===== src/rtl/act_mem_if.sv =====
`default_nettype none
// ============================================================================
// Module      : act_mem_if
// Description : Start/status, memory read port and output stream signals
//               of the activation memory reader.
// Revision    : 1.0 - initial release
// ============================================================================
interface act_mem_if #(
    parameter int DATA_W = 32,
    parameter int ADDR_W = 9
);
    logic              start;
    logic [2:0]        step_idx;
    logic              busy;
    logic              done;
    logic              err;
    logic [ADDR_W-1:0] mem_addr;
    logic              mem_rd;
    logic [DATA_W-1:0] mem_dout;
    logic [DATA_W-1:0] out_data;
    logic              out_valid;
    logic              out_ready;
    logic              out_last;

    modport slave (
        input  start, step_idx, mem_dout, out_ready,
        output busy, done, err, mem_addr, mem_rd, out_data, out_valid, out_last
    );

    modport master (
        output start, step_idx, mem_dout, out_ready,
        input  busy, done, err, mem_addr, mem_rd, out_data, out_valid, out_last
    );
endinterface
`default_nettype wire


===== src/rtl/act_mem_reader.sv =====
`default_nettype none
// ============================================================================
// Module      : act_mem_reader
// Description : Streams all activations of one timestep from the activation
//               memory through a 2-entry skid FIFO to a valid/ready consumer.
// Revision    : 1.0 - initial release
// ============================================================================
module act_mem_reader #(
    parameter int DATA_W  = 32,
    parameter int ADDR_W  = 9,
    parameter int N_UNITS = 53,
    parameter int N_STEPS = 8
) (
    input  wire logic clk,
    input  wire logic rst,
    act_mem_if.slave  bus
);
    localparam int CNT_W = $clog2(N_UNITS + 1);

    typedef enum logic [1:0] {
        S_IDLE  = 2'd0,
        S_RUN   = 2'd1,
        S_DRAIN = 2'd2
    } state_t;

    state_t            r_state;
    state_t            w_state_nx;
    logic [ADDR_W-1:0] r_base;
    logic [CNT_W-1:0]  r_rd_cnt;
    logic              r_inflight;
    logic              r_infl_last;
    logic [DATA_W-1:0] r_fifo_data [2];
    logic              r_fifo_last [2];
    logic              r_wptr;
    logic              r_rptr;
    logic [1:0]        r_count;
    logic              r_done;
    logic              r_err;

    logic w_start_ok;
    logic w_step_ok;
    logic w_valid;
    logic w_pop;
    logic w_head_last;
    logic w_rd_last;
    logic w_issue;

    // A start coinciding with the done pulse is still treated as busy
    assign w_start_ok  = bus.start && (r_state == S_IDLE) && !r_done;
    assign w_step_ok   = 32'(bus.step_idx) < N_STEPS;
    assign w_valid     = (r_count != 2'd0);
    assign w_pop       = w_valid && bus.out_ready;
    assign w_head_last = r_fifo_last[r_rptr];
    assign w_rd_last   = (r_rd_cnt == CNT_W'(N_UNITS - 1));
    // Issue only when the read is guaranteed a FIFO slot on arrival
    assign w_issue     = (r_state == S_RUN) &&
                         (({1'b0, r_count} + {2'b00, r_inflight} - {2'b00, w_pop}) < 3'd2);

    always_comb begin
        w_state_nx = r_state;
        case (r_state)
            S_IDLE:  if (w_start_ok && w_step_ok)  w_state_nx = S_RUN;
            S_RUN:   if (w_issue && w_rd_last)     w_state_nx = S_DRAIN;
            S_DRAIN: if (w_pop && w_head_last)     w_state_nx = S_IDLE;
            default:                               w_state_nx = S_IDLE;
        endcase
    end

    always_ff @(posedge clk) begin
        if (rst) begin
            r_state     <= S_IDLE;
            r_base      <= '0;
            r_rd_cnt    <= '0;
            r_inflight  <= 1'b0;
            r_infl_last <= 1'b0;
            r_wptr      <= 1'b0;
            r_rptr      <= 1'b0;
            r_count     <= 2'd0;
            r_done      <= 1'b0;
            r_err       <= 1'b0;
            for (int i = 0; i < 2; i++) begin
                r_fifo_data[i] <= '0;
                r_fifo_last[i] <= 1'b0;
            end
        end else begin
            r_state     <= w_state_nx;
            r_done      <= (r_state == S_DRAIN) && w_pop && w_head_last;
            r_err       <= w_start_ok && !w_step_ok;
            r_inflight  <= w_issue;
            r_infl_last <= w_issue && w_rd_last;

            if (w_start_ok && w_step_ok) begin
                r_base   <= ADDR_W'(32'(bus.step_idx) * N_UNITS);
                r_rd_cnt <= '0;
            end else if (w_issue) begin
                r_rd_cnt <= r_rd_cnt + 1'b1;
            end

            if (r_inflight) begin
                r_fifo_data[r_wptr] <= bus.mem_dout;
                r_fifo_last[r_wptr] <= r_infl_last;
                r_wptr              <= ~r_wptr;
            end
            if (w_pop) begin
                r_rptr <= ~r_rptr;
            end
            r_count <= r_count + {1'b0, r_inflight} - {1'b0, w_pop};
        end
    end

    a_no_overflow: assert property (@(posedge clk) disable iff (rst)
        !(r_inflight && !w_pop && (r_count == 2'd2)));

    assign bus.busy      = (r_state != S_IDLE);
    assign bus.done      = r_done;
    assign bus.err       = r_err;
    assign bus.mem_addr  = (r_state == S_RUN) ? (r_base + ADDR_W'(r_rd_cnt)) : '0;
    assign bus.mem_rd    = w_issue;
    assign bus.out_data  = r_fifo_data[r_rptr];
    assign bus.out_valid = w_valid;
    assign bus.out_last  = w_valid && w_head_last;
endmodule
`default_nettype wire

===== src/flat_wrapper.sv =====
// flat-port wrapper written by rule: the top's interface ports become plain ports
module act_mem_reader_flat 
#(
    parameter int DATA_W  = 32,
    parameter int ADDR_W  = 9,
    parameter int N_UNITS = 53,
    parameter int N_STEPS = 8
)
  (clk, rst, bus_start, bus_step_idx, bus_mem_dout, bus_out_ready, bus_busy, bus_done, bus_err, bus_mem_addr, bus_mem_rd, bus_out_data, bus_out_valid, bus_out_last);
  act_mem_if #(.DATA_W(DATA_W), .ADDR_W(ADDR_W)) bus_i ();
  input  wire logic clk;
  input  wire logic rst;
  input wire logic [$bits(bus_i.start)-1:0] bus_start;
  input wire logic [$bits(bus_i.step_idx)-1:0] bus_step_idx;
  input wire logic [$bits(bus_i.mem_dout)-1:0] bus_mem_dout;
  input wire logic [$bits(bus_i.out_ready)-1:0] bus_out_ready;
  output wire logic [$bits(bus_i.busy)-1:0] bus_busy;
  output wire logic [$bits(bus_i.done)-1:0] bus_done;
  output wire logic [$bits(bus_i.err)-1:0] bus_err;
  output wire logic [$bits(bus_i.mem_addr)-1:0] bus_mem_addr;
  output wire logic [$bits(bus_i.mem_rd)-1:0] bus_mem_rd;
  output wire logic [$bits(bus_i.out_data)-1:0] bus_out_data;
  output wire logic [$bits(bus_i.out_valid)-1:0] bus_out_valid;
  output wire logic [$bits(bus_i.out_last)-1:0] bus_out_last;
  assign bus_i.start = bus_start;
  assign bus_i.step_idx = bus_step_idx;
  assign bus_i.mem_dout = bus_mem_dout;
  assign bus_i.out_ready = bus_out_ready;
  assign bus_busy = bus_i.busy;
  assign bus_done = bus_i.done;
  assign bus_err = bus_i.err;
  assign bus_mem_addr = bus_i.mem_addr;
  assign bus_mem_rd = bus_i.mem_rd;
  assign bus_out_data = bus_i.out_data;
  assign bus_out_valid = bus_i.out_valid;
  assign bus_out_last = bus_i.out_last;
  act_mem_reader #(.DATA_W(DATA_W), .ADDR_W(ADDR_W), .N_UNITS(N_UNITS), .N_STEPS(N_STEPS)) u_core (.clk(clk), .rst(rst), .bus(bus_i));
endmodule

===== config.mk =====
export PLATFORM = sky130hd
export DESIGN_NAME = act_mem_reader_flat
export DESIGN_NICKNAME = d
export VERILOG_FILES = /design/src/rtl/act_mem_if.sv /design/src/rtl/act_mem_reader.sv /design/src/flat_wrapper.sv
export SDC_FILE = /design/constraint.sdc
export NUM_CORES = 1
export LEC_CHECK = 0
export ABC_AREA = 0
export BUFFER_PORTS_ARGS = -buffer_cell sky130_fd_sc_hd__buf_2
export CORE_MARGIN = 2
export CORE_UTILIZATION = 45
export DETAILED_ROUTE_END_ITERATION = 8
export PLACE_DENSITY = 0.7
export SKIP_CTS_REPAIR_TIMING = 1
export SLEW_MARGIN = 20
export SYNTH_ARGS = -nofsm -noshare
export SYNTH_HDL_FRONTEND = slang
export SYNTH_SLANG_ARGS = --single-unit

===== constraint.sdc =====
create_clock -name clk -period 2.7 [get_ports clk]
set_input_delay 0.135 -clock clk [delete_from_list [all_inputs] [get_ports clk]]
set_output_delay 0.135 -clock clk [all_outputs]
set_load 0.03 [all_outputs]

==> flow_summary.toml <==
[outcome]
outcome = "completed"

[timing]
worstMarginPinSlew_ns = 1.02
rsz0062_at_grt = "false"
report.final.slew_viol_count = 0
max_freq_mhz = 390
fin_crit_ns = 2.56
finalSetupViolCount = 0
fin_crit_sh = 0.949
hold_violations = 0
hold_slack_ns = 0.0511
fin_tns_setup_ns = 0
setup_slack_ns = 0.139
relSlewSlack = 0.319
skew_ns = 0.0114

[power_and_ir_drop]
power_density_nw_per_um2 = 714
leakage_nw = 2.26
power.total_mw = 3.74
ir_worst_vdd_mv = 0.421

[synthesis]
avgSynthCellArea_um2 = 12.1
synth_warnings = 0
netlist_area_um2 = 4430
synth_top_area_frac = 0.447
ys_top_cells_by_area = "edfxtp_1 (45%), dfxtp_1 (11%), and2_1 (9.6%), mux2_2 (8.1%), ha_1 (4.8%)"
synth_cells = 367
yosys.cell_types.count = 50
synth_nets = 425
seq_area_frac_synth = 0.560
synth_area_leader_cell = "edfxtp_1"
async_reset_ff_frac = 0
ys_dominant_reg_cell = "edfxtp_1"
synth_edf_count = 66
ys_ff_latch = 91

[hold_path]
worstHoldPathType = "input port to flip-flop"

[worst_setup_path]
reg2reg_slack_ns = 0.23
timing_worst_setup_path_type = "flip-flop to output port"
r2r-start = "u_core.r_count[0]$_SDFF_PP0_"
critical_path.startpoint = "u_core.r_count[0]$_SDFF_PP0_"
rr_worst_depth = 9
path_max_fanout = 7
endpoint = "bus_mem_rd"
cp_data_arrival_time_ns = 2.43
reg2reg_to = "u_core.r_rd_cnt[5]$_SDFFE_PP0P_"
cp-end-kind = "output port"
start_kind = "flip-flop"
critPathRequiredTime_ns = 2.57

[finish]
layout_commonest_cell = "buf_2"
final_net_count = 513
design_area_um2 = 5240
fill_cells = 869
syn_to_final_growth_pct = 18.2
drive_gt1_frac = 0.333
antenna_cells = 0
final_core_util = 0.541
fin_cells = 593
mostFrequentLayoutCells = "buf_2 (83), and2_1 (68), edfxtp_1 (66), mux2_2 (32), dfxtp_1 (24)"

[route]
wl_per_cell_um = 14.3
drc_errors = 0
antenna_left = 0
routed-via-count = 3017
drt_pass1_iterations = 4
avgViaCountPerCell = 5.09
drt_iter0_markers = 82
drt_wl_total_um = 8490

[grt]
track_usage = 0.164
antenna_found_initial = 0
grt_pass1_wl_um = 13300
grt_pass1_vias = 2791
gr-total-overflow = 0
grt_max_degree = 34

[placed_design]
port_buffers = 84
place.gp.congestion = 0.814
dp_slack_ns = 0.221
place_area_um2 = 5020
place_hpwl_um = 5770
dp.cells = 576

[clock_network]
cts_buffers = 9
htree_levels = 3
clockRootBuffer = "clkbuf_8"
clk_path_buf_depth = 2
path_clk_slew_ns = 0.10
cts_tree = "done"
cts.sinks = 91
clock_latency_ns = 0.36

[die]
dieArea_um2 = 10700
start_util = 0.458
boundaryPins = 86
die_w_um = 103
row_count = 36
die_h_um = 103
core_um2 = 9680

[job]
drv_cap = 0
==> flip-flops by register name (all words and copies together) (netlist names), 2 cells and up, named ones only <==
signal,flops
u_core.r_state,2
u_core.r_count,2
u_core.r_fifo_last,2
u_core.r_rd_cnt,6
u_core.r_base,9
u_core.r_fifo_data,64
==> layout make-up <==
| type | instances | area [um2] | area share |
|---|---|---|---|
| Clock buffer | 9 | 124 | 0.0236 |
| Clock inverter | 7 | 57.6 | 0.0110 |
| Inverter | 14 | 52.6 | 0.0100 |
| Multi-Input combinational cell | 247 | 1860 | 0.355 |
| Sequential cell | 91 | 2480 | 0.474 |
| Tap cell | 133 | 166 | 0.0318 |
| Timing Repair Buffer | 92 | 495 | 0.0946 |
==> critical path, cell delays in order, from the launching register on <==
cell      delay (ns)
dfxtp_2         0.36
o21ai_1         0.07
or2_2           0.31
nand2_1         0.07
ha_1            0.16
fa_2            0.47
nor3b_4         0.26
nand2_4         0.12
inv_1           0.07
clkbuf_4        0.18
==> kinds of logic (layout without fill, tap and decap cells) <==
kind of cell    after synthesis  in the layout  synth area share
fa+ha+maj                    19             19            0.0570
other cells                   1              1          0.000846
simple gates                143            143             0.186
mux                          36             36            0.0903
compound gates               37             37            0.0576
buf+inv                      29            122            0.0271
xor+xnor                     11             11            0.0217
flops                        91             91             0.560
==> report_power, final <==
part	total, mW	internal, mW	switching [mW]	leakage, nW
combinational	1.17	0.447	0.721	1.28
sequential	1.72	1.66	0.0668	0.889
clock	0.852	0.349	0.503	0.0886
total	3.74	2.45	1.29	2.26
==> worst min-delay path by stage <==
stage	start	to	slack, ns	depth (start not counted)
2_1_floorplan	bus_step_idx[0]	u_core.r_base[0]$_SDFFE_PP0P_	0.27	2
3_3_place_gp	bus_mem_dout[24]	u_core.r_fifo_data[0][24]$_SDFFCE_PN0P_	0.42	2
3_5_place_dp	bus_mem_dout[28]	u_core.r_fifo_data[1][28]$_SDFFCE_PN0P_	0.43	2
4_1_cts	bus_mem_dout[12]	u_core.r_fifo_data[1][12]$_SDFFCE_PN0P_	0.04	2
5_1_grt	bus_mem_dout[17]	u_core.r_fifo_data[1][17]$_SDFFCE_PN0P_	0.04	2
6_report	bus_mem_dout[12]	u_core.r_fifo_data[1][12]$_SDFFCE_PN0P_	0.05	2
==> cells in the mapped netlist (4+ instances only) <==
library cell	count
nor2_1	17
clkbuf_1	13
edfxtp_1	66
and2_1	68
xnor2_1	7
inv_1	14
nor2b_1	5
mux2i_1	4
a21oi_1	9
nand2_1	19
ha_1	17
o21ai_0	4
dfxtp_1	25
mux2_2	32
or2_2	4
a211oi_1	5
xor2_1	4
nor3_1	5
nand2b_1	4
==> layer usage <==
layer / track usage / wire length (um) / vias to the layer above
met1: 0.219 / 3850 / 1464
met4: 0.0536 / 96 / 0
met3: 0.0423 / 476 / 7
li1: - / - / 1472
met2: 0.261 / 4070 / 74
met5: 0 / 0 / -
No activity file was read; power rests on OpenSTA's default activity.
